<file path="src/rtl/serial_sub8.sv">
// Bit-serial subtractor D = A - B - Bin, one bit per clock, LSB first, start/done handshake.
// Define SERIAL_SUB_OVF_EN to add the registered signed-overflow output OVF.
module serial_sub8 #(
    parameter int WIDTH = 8
) (
    input  logic             clk,
    input  logic             rst_n,
    input  logic             start,
    input  logic [WIDTH-1:0] A,
    input  logic [WIDTH-1:0] B,
    input  logic             Bin,
    output logic             busy,
    output logic             done,
    output logic [WIDTH-1:0] D,
    output logic             Bout
`ifdef SERIAL_SUB_OVF_EN
    ,
    output logic             OVF
`endif
);

    localparam int CW = (WIDTH > 2) ? $clog2(WIDTH) : 1;
    localparam logic [CW-1:0] LAST_CNT = CW'(WIDTH - 1);

    typedef enum logic [1:0] {IDLE, RUN, DONE} state_t;

    state_t           state_q, state_d;
    logic [WIDTH-1:0] a_sr_q, b_sr_q;
    logic [WIDTH-2:0] res_q;
    logic [WIDTH-1:0] res_d;
    logic [CW-1:0]    cnt_q;
    logic             br_q, br_d;
    logic [WIDTH-1:0] d_q;
    logic             bout_q;
    logic             d_bit;
    logic             accept;
    logic             last;
`ifdef SERIAL_SUB_OVF_EN
    logic             a_msb_q, b_msb_q, ovf_q;
`endif

    assign d_bit = a_sr_q[0] ^ b_sr_q[0] ^ br_q;
    assign br_d  = (~a_sr_q[0] & b_sr_q[0]) | (~(a_sr_q[0] ^ b_sr_q[0]) & br_q);
    // Full result word as it will look after this bit is shifted in.
    assign res_d = {d_bit, res_q};

    always_comb begin
        state_d = state_q;
        accept  = 1'b0;
        last    = 1'b0;
        case (state_q)
            IDLE: begin
                if (start) begin
                    accept  = 1'b1;
                    state_d = RUN;
                end
            end
            RUN: begin
                if (cnt_q == LAST_CNT) begin
                    last    = 1'b1;
                    state_d = DONE;
                end
            end
            DONE: begin
                if (start) begin
                    accept  = 1'b1;
                    state_d = RUN;
                end else begin
                    state_d = IDLE;
                end
            end
            default: state_d = IDLE;
        endcase
    end

    always_ff @(posedge clk or negedge rst_n) begin
        if (!rst_n) begin
            state_q <= IDLE;
        end else begin
            state_q <= state_d;
        end
    end

    always_ff @(posedge clk or negedge rst_n) begin
        if (!rst_n) begin
            a_sr_q <= '0;
            b_sr_q <= '0;
            res_q  <= '0;
            cnt_q  <= '0;
            br_q   <= 1'b0;
            d_q    <= '0;
            bout_q <= 1'b0;
`ifdef SERIAL_SUB_OVF_EN
            a_msb_q <= 1'b0;
            b_msb_q <= 1'b0;
            ovf_q   <= 1'b0;
`endif
        end else if (accept) begin
            a_sr_q <= A;
            b_sr_q <= B;
            br_q   <= Bin;
            cnt_q  <= '0;
`ifdef SERIAL_SUB_OVF_EN
            a_msb_q <= A[WIDTH-1];
            b_msb_q <= B[WIDTH-1];
`endif
        end else if (state_q == RUN) begin
            a_sr_q <= a_sr_q >> 1;
            b_sr_q <= b_sr_q >> 1;
            br_q   <= br_d;
            res_q  <= res_d[WIDTH-1:1];
            cnt_q  <= cnt_q + CW'(1);
            // Visible outputs only move on the final bit.
            if (last) begin
                d_q    <= res_d;
                bout_q <= br_d;
`ifdef SERIAL_SUB_OVF_EN
                ovf_q  <= (a_msb_q ^ b_msb_q) & (a_msb_q ^ d_bit);
`endif
            end
        end
    end

    assign busy = (state_q == RUN);
    assign done = (state_q == DONE);
    assign D    = d_q;
    assign Bout = bout_q;
`ifdef SERIAL_SUB_OVF_EN
    assign OVF  = ovf_q;
`endif

endmodule

</file>
<file path="config.mk">
export PLATFORM = sky130hd
export DESIGN_NAME = serial_sub8
export DESIGN_NICKNAME = d
export VERILOG_FILES = /design/src/rtl/serial_sub8.sv
export SDC_FILE = /design/constraint.sdc
export NUM_CORES = 1
export LEC_CHECK = 0
export ABC_AREA = 1
export BUFFER_PORTS_ARGS = -buffer_cell sky130_fd_sc_hd__buf_2
export CORE_AREA = 2 2 61 63
export CTS_BUF_LIST = sky130_fd_sc_hd__clkbuf_8
export CTS_CLUSTER_DIAMETER = 200
export DETAILED_ROUTE_END_ITERATION = 7
export DIE_AREA = 0 0 63 65
export GPL_TIMING_DRIVEN = 0
export HOLD_SLACK_MARGIN = 0.15
export PLACE_DENSITY = 0.77
export SLEW_MARGIN = 20
export SYNTH_ARGS = -nofsm -noshare
export SYNTH_HDL_FRONTEND = slang
export SYNTH_SLANG_ARGS = --single-unit
</file>
<file path="constraint.sdc">
create_clock -name clk -period 1.3 [get_ports clk]
set_input_delay 0.195 -clock clk [delete_from_list [all_inputs] [get_ports clk]]
set_output_delay 0.195 -clock clk [all_outputs]
set_load 0.01 [all_outputs]
</file>
==> metrics.md, run 1 <==
| Metric | Value |
|---|---|
| Outcome | finished clean |
| Via density | 4.70 |
| Slew margin rel. | 66.0% |
| CTS max path bufs | 2 |
| RSZ-0062 raised after global routing | yes |
| Mapped Cells | 217 |
| Most frequent cells in the layout | 88 x nand2_1, 36 x dfrtp_1, 32 x inv_1, 31 x buf_2, 21 x nand3_1 |
| Worst-path maximum fanout | 4 |
| Placement-stage cell area | 1950 µm² |
| H-tree depth | 2 |
| Setup violators final | 0 |
| Total GRT Usage | 18.6% |
| Hold path depth | 5 |
| Hold Path Sink | b_sr_q[0] |
| WL final | 3.37 mm |
| Fmax | 0.784 GHz |
| Post-synthesis register bit count | 38 |
| Critical Path Stages | 3 |
| Critical-path top delay cell | dfrtp_2 |
| Max_cap viols | 0 |
| Drt pass-1 iters | 4 |
| Yosys Warn Count | 0 |
| Post-route DRC | 0 |
| Type of the worst setup path | flip-flop to output port |
| Commonest non-fill, non-tap cell in the layout | nand2_1 |
| Synth-to-layout area growth | 25.3% |
| Clock Latency Late Sink | 0.29 ns |
| Final period util | 98.2% |
| CP top delay family | flip-flops |
| Fin nets | 287 |
| Fillers | 326 |
| Post-Layout Inst Area | 2180 µm² |
| Fin cells | 313 |
| Largest net degree at the start of global routing | 39 |
| Die height | 65 µm |
| Initial antenna violation count | 0 |
| Post-Syn Area | 1740 µm² |
| Max incr delay on CP | 0.45 ns |
| DR iter-0 viols | 63 |
| Worst setup SP type | flip-flop |
| Worst-path clk slew | 0.07 ns |
| Power Total | 5.28 mW |
| Routed wire per std cell | 10.8 µm |
| Post-DP HPWL | 2.27 mm |
| Bufs and invs on worst path | 2 |
| Post-synth net total | 240 |
| CP endpoint kind | output port |
| Arrival time at the worst endpoint | 1.08 ns |
| CTS sink cnt | 38 |
| Core area | 3500 µm² |
| TritonCTS clock tree | yes |
| Via count | 1470 |
| CP required | 1.11 ns |
| Cts bufs inserted | 5 |
| CTS root buffer | clkbuf_8 |
| Routed Antenna Nets | 0 |
| Max Slew Vio Count | 0 |
| Hold Path Origin | B[0] |
| Post-synthesis sequential area ratio | 54.5% |
| Leak Pwr | 1.25 nW |
| GR Overflow Total | 0 |
| Final Hold Vio Count | 0 |
| Fin Hold WS | 0.180 ns |
| Reg2reg setup slack | 0.07 ns |
| Antenna diodes | 0 |
| Port Buf Inserts | 29 |
| Rows | 22 |
| Reg2reg end | Bout |
| Cells after DPL | 294 |
| Worst Tran Pin Value | 0.509 ns |
| DIE WIDTH | 63 µm |
| Average size of a mapped cell | 8.04 µm² |
| Synth cell types | 19 |
| Layout cells sized above 1 | 23.4% |
| Starting Density | 49.9% |
| Hold WC Path Type | primary input to flip-flop |
| Reg-to-reg startpoint | cnt_q[0] |
| Worst-case vdd ir drop | 1.23 mV |
| Fin Clk Skew | 0.00261 ns |
| Critical path, cell by cell | buf_6 > nor2_2 > buf_2 |
| Vias in the first global route | 1391 |
| Fin crit period | 1.28 ns |
| PwrDens | 2420 nW/µm² |
| First-pass GRT wire length | 5.92 mm |
| RePlAce Congestion | 0.759 |
| Die area | 4100 µm² |
| Worst reg2reg path depth | 6 |
| I/O pin cnt | 31 |
| Setup TNS | 0 ns |
[area by class of cell]
class | count | area, µm² | area share, %
multi-input cells | 137 | 637 | 29.2
clock inverters | 3 | 40.0 | 1.83
clock buffers | 5 | 68.8 | 3.15
plain buffers | 5 | 37.5 | 1.72
well taps | 48 | 60.1 | 2.75
inverters | 36 | 143 | 6.53
flip-flops and latches | 38 | 953 | 43.6
repair buffers | 41 | 245 | 11.2
[cells by family after synthesis]
group,after synthesis,synth area share [%]
simple gates,116,27.8
buf+inv,42,9.97
flops,38,54.5
compound gates,18,5.16
fa+ha+maj,3,2.58
[layer usage]
metal  share of wire, %  GRT usage [%]
met1                 44           21.8
met2                 50           32.7
met3                4.4           5.21
met4                1.7           6.67
met5                  0              0
[repair_timing]
item,4_1_cts,5_1_grt
hold buffers,3,0
resized for setup,10,3
endpoints found under the setup margin,23,24
pin swaps,4,1
hold endpoints to repair,40,0
setup buffers,7,2
[flip-flops by register name (all words and copies together) (netlist names)]
signal and flops:
br_q 1, a_sr_q 8, Bout 1, cnt_q 3
D 8, state_q 2, b_sr_q 8, res_q 7
[through the flow]
stage	utilization [%]	setup slack, ns
2_1_floorplan	-	0.0296
3_3_place_gp	55.8	-0.113
3_5_place_dp	55.8	-0.125
4_1_cts	62.2	0.000471
5_1_grt	62.5	-0.0226
6_report	62.5	0.0238
[Yosys cell counts]
cell type	instances	area share (%)
nand2_1	88	19
dfrtp_1	38	55
inv_1	32	6.9
nand3_1	21	6.0
o21ai_1	9	2.6
o21ai_0	8	2.3
buf_2	5	1.4
ha_1	2	1.4
inv_2	2	0.43
nand2_2	2	0.72
nor2_1	2	0.43
a21oi_1	1	0.29
buf_6	1	0.65
clkinv_1	1	0.22
fa_1	1	1.1
inv_4	1	0.36
nand2_4	1	0.65
nor2_2	1	0.36
nor2_4	1	0.65
[worst register-to-register path: stages, from the launching register on]
cell     delay, ns
dfrtp_1       0.38
ha_1          0.20
ha_1          0.22
nand2_4       0.09
buf_4         0.14
nand2_1       0.05
o21ai_1       0.07
[power by group]
group | internal [mW] | total [mW] | switching (mW)
clock network | 0.565 | 0.984 | 0.419
logic | 0.944 | 2.27 | 1.32
registers | 1.74 | 2.04 | 0.294
total | 3.25 | 5.28 | 2.04
[how the worst max path moves through the flow]
stage,startpoint,end
floorplan,cnt_q[0],D[7]
global placement,cnt_q[0],D[7]
detailed placement,cnt_q[0],D[7]
CTS,cnt_q[0],D[7]
global route,state_q[0],done
finish,state_q[0],done
Note: power is estimated with default switching activity, not from simulation.
==> inputs of run 2 (changes only) <==
--- a/config.mk
+++ b/config.mk
@@ -7,14 +7,13 @@
 export LEC_CHECK = 0
 export ABC_AREA = 1
 export BUFFER_PORTS_ARGS = -buffer_cell sky130_fd_sc_hd__buf_2
-export CORE_AREA = 2 2 61 63
+export CORE_AREA = 2 2 87 89
 export CTS_BUF_LIST = sky130_fd_sc_hd__clkbuf_8
 export CTS_CLUSTER_DIAMETER = 200
 export DETAILED_ROUTE_END_ITERATION = 7
-export DIE_AREA = 0 0 63 65
+export DIE_AREA = 0 0 89 91
 export GPL_TIMING_DRIVEN = 0
 export HOLD_SLACK_MARGIN = 0.15
-export PLACE_DENSITY = 0.77
 export SLEW_MARGIN = 20
 export SYNTH_ARGS = -nofsm -noshare
 export SYNTH_HDL_FRONTEND = slang
==> constraint.sdc (replaced) <==
create_clock -name clk -period 1.3 [get_ports clk]
set_input_delay 0 -clock clk [delete_from_list [all_inputs] [get_ports clk]]
set_output_delay 0 -clock clk [all_outputs]
set_load 0.01 [all_outputs]
==> run 2 against run 1 <==
- final area is 8.2% higher
- clock-buffer cell count rose by 1
- clock power fell by 13%
- critical endpoint is now br_q
==> metrics.md, run 2 (synthesized netlist as in run 1, its figures left out) <==
| Metric | Value |
|---|---|
| CP endpoint kind | flip-flop |
| Fin cells | 375 (+20%) |
| CTS sink cnt | 38 (unchanged) |
| Core area | 7140 µm² (+100%) |
| Met3 routed WL | 187 µm (+25%) |
| Slew margin rel. | 44.1% (-22 points) |
| GR Overflow Total | 0 (unchanged) |
| Total GRT Usage | 10.5% (-8.2 points) |
| Outcome | finished clean |
| Rows | 31 (+41%) |
| WL final | 3.77 mm (+12%) |
| Fin Clk Skew | 0.00626 ns (+0.00366 ns) |
| Reg2reg setup slack | 0.06 ns (about the same) |
| Leak Pwr | 1.28 nW (+2.8%) |
| Fin nets | 298 (+3.8%) |
| Critical-path top delay cell | dfrtp_2 |
| Worst setup SP type | flip-flop |
| Clock Latency Late Sink | 0.29 ns (about the same) |
| CP top delay family | flip-flops |
| RSZ-0062 raised after global routing | yes |
| Worst Tran Pin Value | 0.838 ns (+0.329 ns) |
| Routed Antenna Nets | 0 (unchanged) |
| PwrDens | 2140 nW/µm² (-12%) |
| First-pass GRT wire length | 6.67 mm (+13%) |
| Met2 Wirelength | 1.72 mm (+1.2%) |
| Cells after DPL | 345 (+17%) |
| Largest net degree at the start of global routing | 39 (unchanged) |
| Synth-to-layout area growth | 35.5% |
| Initial antenna violation count | 0 (unchanged) |
| Setup violators final | 0 (unchanged) |
| Port Buf Inserts | 29 (unchanged) |
| Via density | 3.94 (-16%) |
| RePlAce Congestion | 0.767 (+1.1%) |
| Fmax | 0.805 GHz (+2.7%) |
| Vias in the first global route | 1419 (+2.0%) |
| CTS root buffer | clkbuf_8 |
| Worst-path clk slew | 0.08 ns (about the same) |
| Worst setup margin | 0.0573 ns (+0.0335 ns) |
| Drt pass-1 iters | 4 (unchanged) |
| Layout cells sized above 1 | 20.7% (-2.7 points) |
| Metal-1 WL | 1.85 mm (+26%) |
| Type of the worst setup path | flip-flop to flip-flop |
| Arrival time at the worst endpoint | 1.42 ns (+0.34 ns) |
| Reg2reg end | br_q |
| Final Hold Vio Count | 0 (unchanged) |
| Die height | 91 µm (+40%) |
| Hold WC Path Type | primary input to asynchronous set/reset pin |
| CP required | 1.48 ns (+0.37 ns) |
| TritonCTS clock tree | yes |
| Max incr delay on CP | 0.45 ns (about the same) |
| Reg-to-reg startpoint | state_q[1] |
| Max Slew Vio Count | 0 (unchanged) |
| CTS max path bufs | 2 (unchanged) |
| H-tree depth | 2 (unchanged) |
| Antenna diodes | 0 (unchanged) |
| Post-route DRC | 0 (unchanged) |
| Routed wire per std cell | 10.0 µm (-6.8%) |
| Pre-CTS setup slack | -0.154 ns (-0.0287 ns) |
| Reg area | 952 µm² (-0.13%) |
| Final period util | 95.6% (-2.6 points) |
| Power Total | 5.06 mW (-4.3%) |
| DIE WIDTH | 89 µm (+41%) |
| Worst-case vdd ir drop | 0.773 mV (-37%) |
| Commonest non-fill, non-tap cell in the layout | nand2_1 |
| Multi-input gate area | 634 µm² (-0.39%) |
| Starting Density | 24.4% (-25 points) |
| Critical path, cell by cell | inv_4 > nand2_2 > nand2_4 > inv_4 > buf_6 > nand2_1 > nand2_1 |
| DR iter-0 viols | 64 (+1.6%) |
| Most frequent cells in the layout | 88 x nand2_1, 37 x dfrtp_1, 32 x inv_1, 32 x buf_2, 21 x nand3_1 |
| Die area | 8100 µm² (+98%) |
| Via count | 1477 (+0.48%) |
| Top Metal Used | met4 |
| Post-DP HPWL | 2.50 mm (+10%) |
| Bufs and invs on worst path | 3 (+1) |
| Fillers | 788 (+140%) |
| Worst-path maximum fanout | 10 (+6) |
| I/O pin cnt | 31 (unchanged) |
| Worst reg2reg path depth | 7 (+1) |
| Cts bufs inserted | 5 (unchanged) |
| Max_cap viols | 0 (unchanged) |
| Fin crit period | 1.24 ns (-0.0335 ns) |
-- run 2: changes by cell type in the layout (fill, tap and decap cells not counted), sizes merged --
cell,previous run,this run
bufinv,1,0
buf,42,38
dlygate4sd3,3,19
clkinv,3,2
clkinvlp,0,1
-- run 2: what timing repair did --
| action | in CTS | in global routing |
|---|---|---|
| endpoints found under the setup margin | 21 | 28 |
| hold buffers | 19 | 0 |
| hold endpoints to repair | 55 | 0 |
| setup buffers | 2 | 0 |
| cloned | 0 | 1 |
| pin swaps | 2 | 1 |
| gates resized for setup | 6 | 8 |
-- run 2: metrics by stage --
step	utilization (%)	cell area [µm²]	hold WS, ns	setup TNS [ns]
floorplan	-	1740	-0.296	0
detailed placement	28.2	2010	0.160	-1.73
finish	33.1	2360	0.336	0
CTS	32.9	2350	0.389	0
global route	33.1	2360	0.439	-0.234
global placement	28.2	2010	0.163	-1.71
-- run 2: metal layers --
metal | global-route usage (%) | vias to the layer above
met4 | 2.24 | 0
met1 | 14.9 | 671
met5 | 0 | -
met3 | 2.91 | 2
met2 | 15.9 | 34
li1 | - | 770
-- run 2: worst max-delay path by stage --
| stage | slack (ns) | cells past startpoint | startpoint | to |
|---|---|---|---|---|
| floorplan | 0.03 | 6 | cnt_q[0] | D[7] |
| finish | 0.06 | 7 | state_q[1] | br_q |
| global placement | -0.13 | 6 | cnt_q[0] | D[7] |
| global route | -0.03 | 6 | state_q[0] | b_sr_q[1] |
| CTS | 0.03 | 6 | state_q[0] | b_sr_q[1] |
| detailed placement | -0.15 | 6 | cnt_q[0] | D[7] |
-- run 2: power breakdown --
part	internal, mW	switching [mW]
sequential	1.74	0.292
clock	0.427	0.433
combinational	0.879	1.29
-- run 2: worst register-to-register path, delay by kind of cell, from the launching register on --
family	cells	cell delay (ns)
flip-flops	1	0.45
AND/OR/NAND/NOR	4	0.37
buffers and inverters	3	0.33
-- run 2: area by class of cell --
cell class	instances	share of cell area (%)
multi-input cells	137	26.8
clock inverters	2	0.529
repair buffers	51	15.6
inverters	36	6.03
well taps	99	5.24
clock buffers	6	3.49
flip-flops and latches	38	40.3
plain buffers	6	2.01
